**src/rtl/ccw_sequencer.sv**
```systemverilog
// ccw_sequencer
// Runs a short channel program of chained CCWs against a single channel block.
// Each CCW is fetched from a local program store and issued to the channel via
// address, command and a start pulse. While the CCW is active, the data streams
// between the host and the channel are passed through and counted. At the end of
// each CCW the block evaluates the ending status, then either chains to the next
// CCW or finishes with a residual count and error flags.
//
// Ports:
//   clk, reset                      clock, asynchronous active-high reset
//   ccw_wr_en/addr/data             program store write port (IDLE only);
//                                   data = {flags, command, count},
//                                   flags[0]=CC, flags[1]=SLI
//   device_address, go              program launch (go is a one-cycle pulse)
//   busy, done, err, last_index,
//   residual, last_status           program result and progress
//   chan_address, chan_command,
//   chan_start, chan_stop           channel control
//   chan_idle, chan_status          channel state and ending status
//   host_send_*, chan_send_*        write-data stream, host -> channel
//   chan_recv_*, host_recv_*        read-data stream, channel -> host
//
// Stream handshakes: a beat completes on a rising clock edge when tvalid and
// tready are both high. The producer may not drop tvalid on its own; the consumer
// may change tready freely. This block only gates both directions of each stream
// with "XFER and count != 0", and does so combinationally.
// Internal FSM state is held in 'state' so checkers can observe it.
module ccw_sequencer #(
    parameter int DEPTH         = 8,
    parameter int START_TIMEOUT = 32,
    localparam int AW           = $clog2(DEPTH)
) (
    input  logic          clk,
    input  logic          reset,
    input  logic          ccw_wr_en,
    input  logic [AW-1:0] ccw_wr_addr,
    input  logic [23:0]   ccw_wr_data,
    input  logic [7:0]    device_address,
    input  logic          go,
    output logic          busy,
    output logic          done,
    output logic [3:0]    err,
    output logic [AW-1:0] last_index,
    output logic [7:0]    residual,
    output logic [7:0]    last_status,
    output logic [7:0]    chan_address,
    output logic [7:0]    chan_command,
    output logic          chan_start,
    output logic          chan_stop,
    input  logic          chan_idle,
    input  logic [7:0]    chan_status,
    input  logic          host_send_tvalid,
    output logic          host_send_tready,
    output logic          chan_send_tvalid,
    input  logic          chan_send_tready,
    input  logic          chan_recv_tvalid,
    output logic          chan_recv_tready,
    output logic          host_recv_tvalid,
    input  logic          host_recv_tready
);

    typedef enum logic [2:0] {
        S_IDLE, S_FETCH, S_START, S_WAIT_BUSY, S_XFER, S_END
    } state_t;

    state_t        state;
    logic [23:0]   store [DEPTH];
    logic [AW-1:0] index;
    logic [7:0]    cur_flags;
    logic [7:0]    cur_cmd;
    logic [7:0]    count;
    logic [7:0]    cur_status;
    logic [31:0]   tmo_cnt;

    // The program store is deliberately not reset.
    always_ff @(posedge clk) begin
        if (ccw_wr_en && state == S_IDLE) begin
            store[ccw_wr_addr] <= ccw_wr_data;
        end
    end

    // Streams flow only while a CCW is active and still has count remaining.
    logic xfer_en;
    assign xfer_en          = (state == S_XFER) && (count != 8'd0);
    assign chan_send_tvalid = host_send_tvalid & xfer_en;
    assign host_send_tready = chan_send_tready & xfer_en;
    assign host_recv_tvalid = chan_recv_tvalid & xfer_en;
    assign chan_recv_tready = host_recv_tready & xfer_en;
    assign chan_command     = cur_cmd;

    logic send_fire, recv_fire;
    assign send_fire = chan_send_tvalid & chan_send_tready;
    assign recv_fire = chan_recv_tvalid & chan_recv_tready;

    // Both directions can complete a beat in the same cycle; saturate at zero.
    logic [7:0] count_next;
    always_comb begin
        count_next = count;
        if (send_fire && recv_fire) begin
            count_next = (count > 8'd1) ? count - 8'd2 : 8'd0;
        end else if (send_fire || recv_fire) begin
            count_next = count - 8'd1;
        end
    end

    // Ending status check. A no-start ending (err[0]) has no status to judge.
    logic       status_bad, len_bad;
    logic [3:0] end_err;
    assign status_bad = ((cur_status & 8'h0C) != 8'h0C) || ((cur_status & 8'h13) != 8'h00);
    assign len_bad    = (count != 8'd0) && !cur_flags[1];
    assign end_err    = err[0] ? err : (err | {1'b0, len_bad, status_bad, 1'b0});

    // Flag bits above SLI are reserved and carry no function here.
    logic unused_flags;
    assign unused_flags = ^cur_flags[7:2];

    always_ff @(posedge clk or posedge reset) begin
        if (reset) begin
            state        <= S_IDLE;
            busy         <= 1'b0;
            done         <= 1'b0;
            err          <= 4'd0;
            last_index   <= '0;
            residual     <= 8'd0;
            last_status  <= 8'd0;
            chan_address <= 8'd0;
            chan_start   <= 1'b0;
            chan_stop    <= 1'b0;
            index        <= '0;
            cur_flags    <= 8'd0;
            cur_cmd      <= 8'd0;
            count        <= 8'd0;
            cur_status   <= 8'd0;
            tmo_cnt      <= 32'd0;
        end else begin
            done       <= 1'b0;
            chan_start <= 1'b0;
            chan_stop  <= 1'b0;
            case (state)
                S_IDLE: begin
                    busy <= 1'b0;
                    if (go) begin
                        busy         <= 1'b1;
                        chan_address <= device_address;
                        err          <= 4'd0;
                        index        <= '0;
                        state        <= S_FETCH;
                    end
                end
                S_FETCH: begin
                    {cur_flags, cur_cmd, count} <= store[index];
                    // Registered so the pulse is high exactly during START.
                    chan_start <= 1'b1;
                    state      <= S_START;
                end
                S_START: begin
                    tmo_cnt <= 32'd0;
                    state   <= S_WAIT_BUSY;
                end
                S_WAIT_BUSY: begin
                    if (!chan_idle) begin
                        state <= S_XFER;
                    end else if (tmo_cnt == 32'(START_TIMEOUT - 1)) begin
                        err[0]     <= 1'b1;
                        cur_status <= 8'd0;
                        state      <= S_END;
                    end else begin
                        tmo_cnt <= tmo_cnt + 32'd1;
                    end
                end
                S_XFER: begin
                    count <= count_next;
                    if (chan_idle) begin
                        cur_status <= chan_status;
                        state      <= S_END;
                    end else begin
                        // Count exhausted while the channel still offers or wants data.
                        chan_stop <= (count == 8'd0) && (chan_send_tready || chan_recv_tvalid);
                    end
                end
                S_END: begin
                    err         <= end_err;
                    residual    <= count;
                    last_status <= cur_status;
                    last_index  <= index;
                    if (end_err != 4'd0 || !cur_flags[0]) begin
                        done  <= 1'b1;
                        state <= S_IDLE;
                    end else if (index == AW'(DEPTH - 1)) begin
                        err[3] <= 1'b1;
                        done   <= 1'b1;
                        state  <= S_IDLE;
                    end else begin
                        index <= index + 1'b1;
                        state <= S_FETCH;
                    end
                end
                default: state <= S_IDLE;
            endcase
        end
    end

endmodule

```
**config.mk**
```make
export PLATFORM = sky130hd
export DESIGN_NAME = ccw_sequencer
export DESIGN_NICKNAME = d
export VERILOG_FILES = /design/src/rtl/ccw_sequencer.sv
export SDC_FILE = /design/constraint.sdc
export NUM_CORES = 1
export LEC_CHECK = 0
export ABC_AREA = 1
export CAP_MARGIN = 5
export CORE_MARGIN = 8
export CORE_UTILIZATION = 52
export DETAILED_ROUTE_END_ITERATION = 8
export GPL_TIMING_DRIVEN = 0
export PLACE_DENSITY = 0.74
export SLEW_MARGIN = 25
export SYNTH_ARGS = -nofsm -noshare
export SYNTH_HDL_FRONTEND = slang
export SYNTH_SLANG_ARGS = --single-unit
```
**constraint.sdc**
```tcl
create_clock -name clk -period 2.83 [get_ports clk]
set_input_delay 0.4245 -clock clk [delete_from_list [all_inputs] [get_ports clk]]
set_output_delay 0.4245 -clock clk [all_outputs]
set_load 0.05 [all_outputs]
```
==> results.yml <==
worst_hold_path:
  min_path_type: "input port to async pin"
grt:
  grt_pass1_vias: 8729
  antenna_found_initial: 0
  grt_pass1_wl_mm: 45.55
  grt_start_max_net_pins: 30
  grt-ovfl-total: 0
  grt_usage_pct: 21.70
synth:
  synth_edf_count: 144
  syn_nets: 1241
  ys_types: 33
  syn_area_um2: 11100
  netlist_instances: 1182
  yosys-top-cells-area: "edfxtp_1, dfrtp_1, nand2_1"
  async_flop_share_pct: 40.74
  yosys_most_used_dff: "edfxtp_1"
  ys_ff_latch: 243
  syn_avg_cell_area_um2: 9.394
  synth_top_area_cell: "edfxtp_1"
  ys_warn_count: 0
  synth_top_area_share_pct: 38.95
  synth_common_cells: "nand2_1, nor2_1, edfxtp_1, o21ai_0, dfrtp_1"
  post-synth-top-count-cell: "nand2_1"
  yosysSeqAreaShare_pct: 61.26
pwr:
  switchingPower_mw: 4.261
  clkPwrFrac_pct: 29.0
  seqPwrFrac_pct: 39.2
  irDropWorstVdd_v: 0.0004899
  powerDensity_nw_per_um2: 870.4
  swShare_pct: 36.61
  leakage_nw: 5.381
  combPwrFrac_pct: 31.9
  power.internal_mw: 7.378
die:
  die_w_um: 162.1
  dieHeight_um: 162.1
  fp-row-count: 53
  die_area_um2: 26280
  pin_count: 99
  core_area_um2: 21020
  initial_core_util_pct: 52.82
worst_setup_path:
  cpPeakStageDelay_ns: 0.41
  crit_path_frequent_cell: "nor2_1"
  critPathArrivalTime_ns: 2.28
  path_cells: "inv_2, ha_2, nand2_1, nor2_2, nor2_1, inv_1, nor2_1, clkdlybuf4s15_2"
  r2r_slack_ns: 0.24
  critPathTopFamily: "buffers and inverters"
  rr_startpoint: "state[0]"
  cp_slowest_cell: "dfrtp_1"
  crit_cells: 8
  cp_num_buf_inv: 3
  path_class: "register to output pin"
  setup.worst_path.end_class: "output pin"
  r2r_cells: 7
  cp-start-kind: "register"
  worstPathMaxFanout: 8
  worstPathRequired_ns: 2.41
  r2r-end: "store[0][8]"
sta:
  final-hold-violation-count: 0
  setup_viol: 0
  worst_pin_slew_ns: 0.7238
  rsz0062_at_grt: "false"
  post-route-min-period_ns: 2.707
  clock_skew_ns: 0.02037
  min_period_over_period_pct: 95.66
  slew_viol_final: 0
  fmax_mhz: 369.4
  worst_slack_ns: 0.1229
  max-slew-margin-rel_pct: 51.63
placement:
  hpwl_mm: 19.80
  gp_congestion: 0.9081
  placed_cells: 1556
  portBuffers: 92
  preCtsSetupSlack_ns: 0.05315
finish:
  fillCellCount: 1705
  diodes: 0
  finalNonFillerCells: 1602
  layout-drive-gt1-share_pct: 7.536
  layout.nets: 1367
  area_growth_pct: 20.44
detailed_routing:
  initialDrtViolationCount: 759
  wl_met3_mm: 2.118
  drt-met1-wl_mm: 12.56
  num_vias: 8841
  firstDrtPassIters: 5
  wire_per_inst_um: 17.98
  via_per_inst: 5.519
  highest_layer: "met4"
  antenna_left: 0
  dr_wl_met2_mm: 13.48
  routed_wl_mm: 28.81
  drc: 0
clocking:
  ctsLongestPathBuffers: 3
  cts_root_buffer: "clkbuf_16"
  clk_latency_ns: 0.54
  htree_levels: 1
  holdBufCountCts: 0
  clock-sinks: 243
  cts_tree: "yes"
  numCtsBuffers: 25
  clk_pin_slew_ns: 0.06
run:
  drv_cap: 0
status:
  status: "finished clean"
sequential cells by signal, summed over array words and instances (netlist names), 2 cells and up:
name / flops
chan_address: 8
chan_command: 8
count: 8
cur_flags: 2
cur_status: 8
err: 4
index: 3
last_index: 3
last_status: 8
residual: 8
state: 3
store: 144
tmo_cnt: 32
stage by stage:
step | total power, mW | hold WS [ns] | util (%) | TNS (ns) | instance area, µm²
floorplan | 7.050 | 0.4419 | - | 0 | 11110
global placement | 8.231 | 0.4534 | 58.85 | -110.54 | 12370
detailed placement | 8.320 | 0.4570 | 59.56 | 0 | 12520
CTS | 11.71 | 0.2526 | 63.60 | -0.08554 | 13370
global route | 12.22 | 0.2915 | 63.62 | 0 | 13370
finish | 11.64 | 0.2537 | 63.62 | 0 | 13370
worst max-delay path by stage:
stage / startpoint / end / slack (ns)
floorplan: state[0] / store[4][0] / 0.15
global placement: ccw_wr_en / store[4][0] / -1.44
detailed placement: ccw_wr_en / store[4][0] / 0.05
CTS: count[1] / chan_send_tvalid / -0.09
global route: state[0] / chan_recv_tready / 0.0005
finish: count[1] / chan_recv_tready / 0.12
kinds of logic after synthesis:
logic type / share of synthesized area [%]
fa+ha+maj: 0.7888
flops: 61.26
xor+xnor: 1.183
compound gates: 9.049
buf+inv: 5.488
simple gates: 22.23
power by group through the flow:
stage / Clock [mW] / Sequential (mW) / Combinational (mW)
after floorplan: 0 / 5.47 / 1.58
after global placement: 0 / 4.61 / 3.62
after detailed placement: 0 / 4.62 / 3.70
after CTS: 3.42 / 4.55 / 3.73
after global routing: 3.57 / 4.61 / 4.04
final: 3.37 / 4.56 / 3.71
routing by layer:
metal | global-route usage (%) | up-vias
li1 | - | 4240
met1 | 29.39 | 4182
met2 | 35.66 | 370
met3 | 3.366 | 49
met4 | 6.145 | 0
met5 | 0 | -
cell type report:
class                           count  area (µm²)  area share [%]
Buffer                             48       237.7           1.778
Clock buffer                       31       668.1           4.996
Clock inverter                     15       181.4           1.357
Inverter                           99       375.4           2.807
Multi-Input combinational cell    792        3756           28.09
Sequential cell                   243        6802           50.86
Tap cell                          275       344.1           2.573
Timing Repair Buffer               99        1008           7.541
layout by cell type (no fill, tap or decap), drive strengths merged, types with 11 or more instances in the layout:
master,synthesis,routed
a21oi,11,11
buf,17,24
clkbuf,31,63
clkdlybuf4s50,0,88
clkinv,2,11
dfrtp,99,99
edfxtp,144,144
inv,97,97
nand2,295,295
nand3,90,90
nand4,12,12
nor2,162,162
nor3,28,28
o211ai,14,14
o21ai,126,126
o221ai,16,16
xor2,15,15
timing repair:
| item | 4_1_cts | 5_1_grt |
|---|---|---|
| endpoints found under the setup margin | 4 | 15 |
| hold endpoints to repair | 0 | 0 |
| setup buffers | 0 | 0 |
| gates resized for setup | 7 | 4 |
| gates cloned | 0 | 0 |
Note: power is estimated with default switching activity, not from simulation.
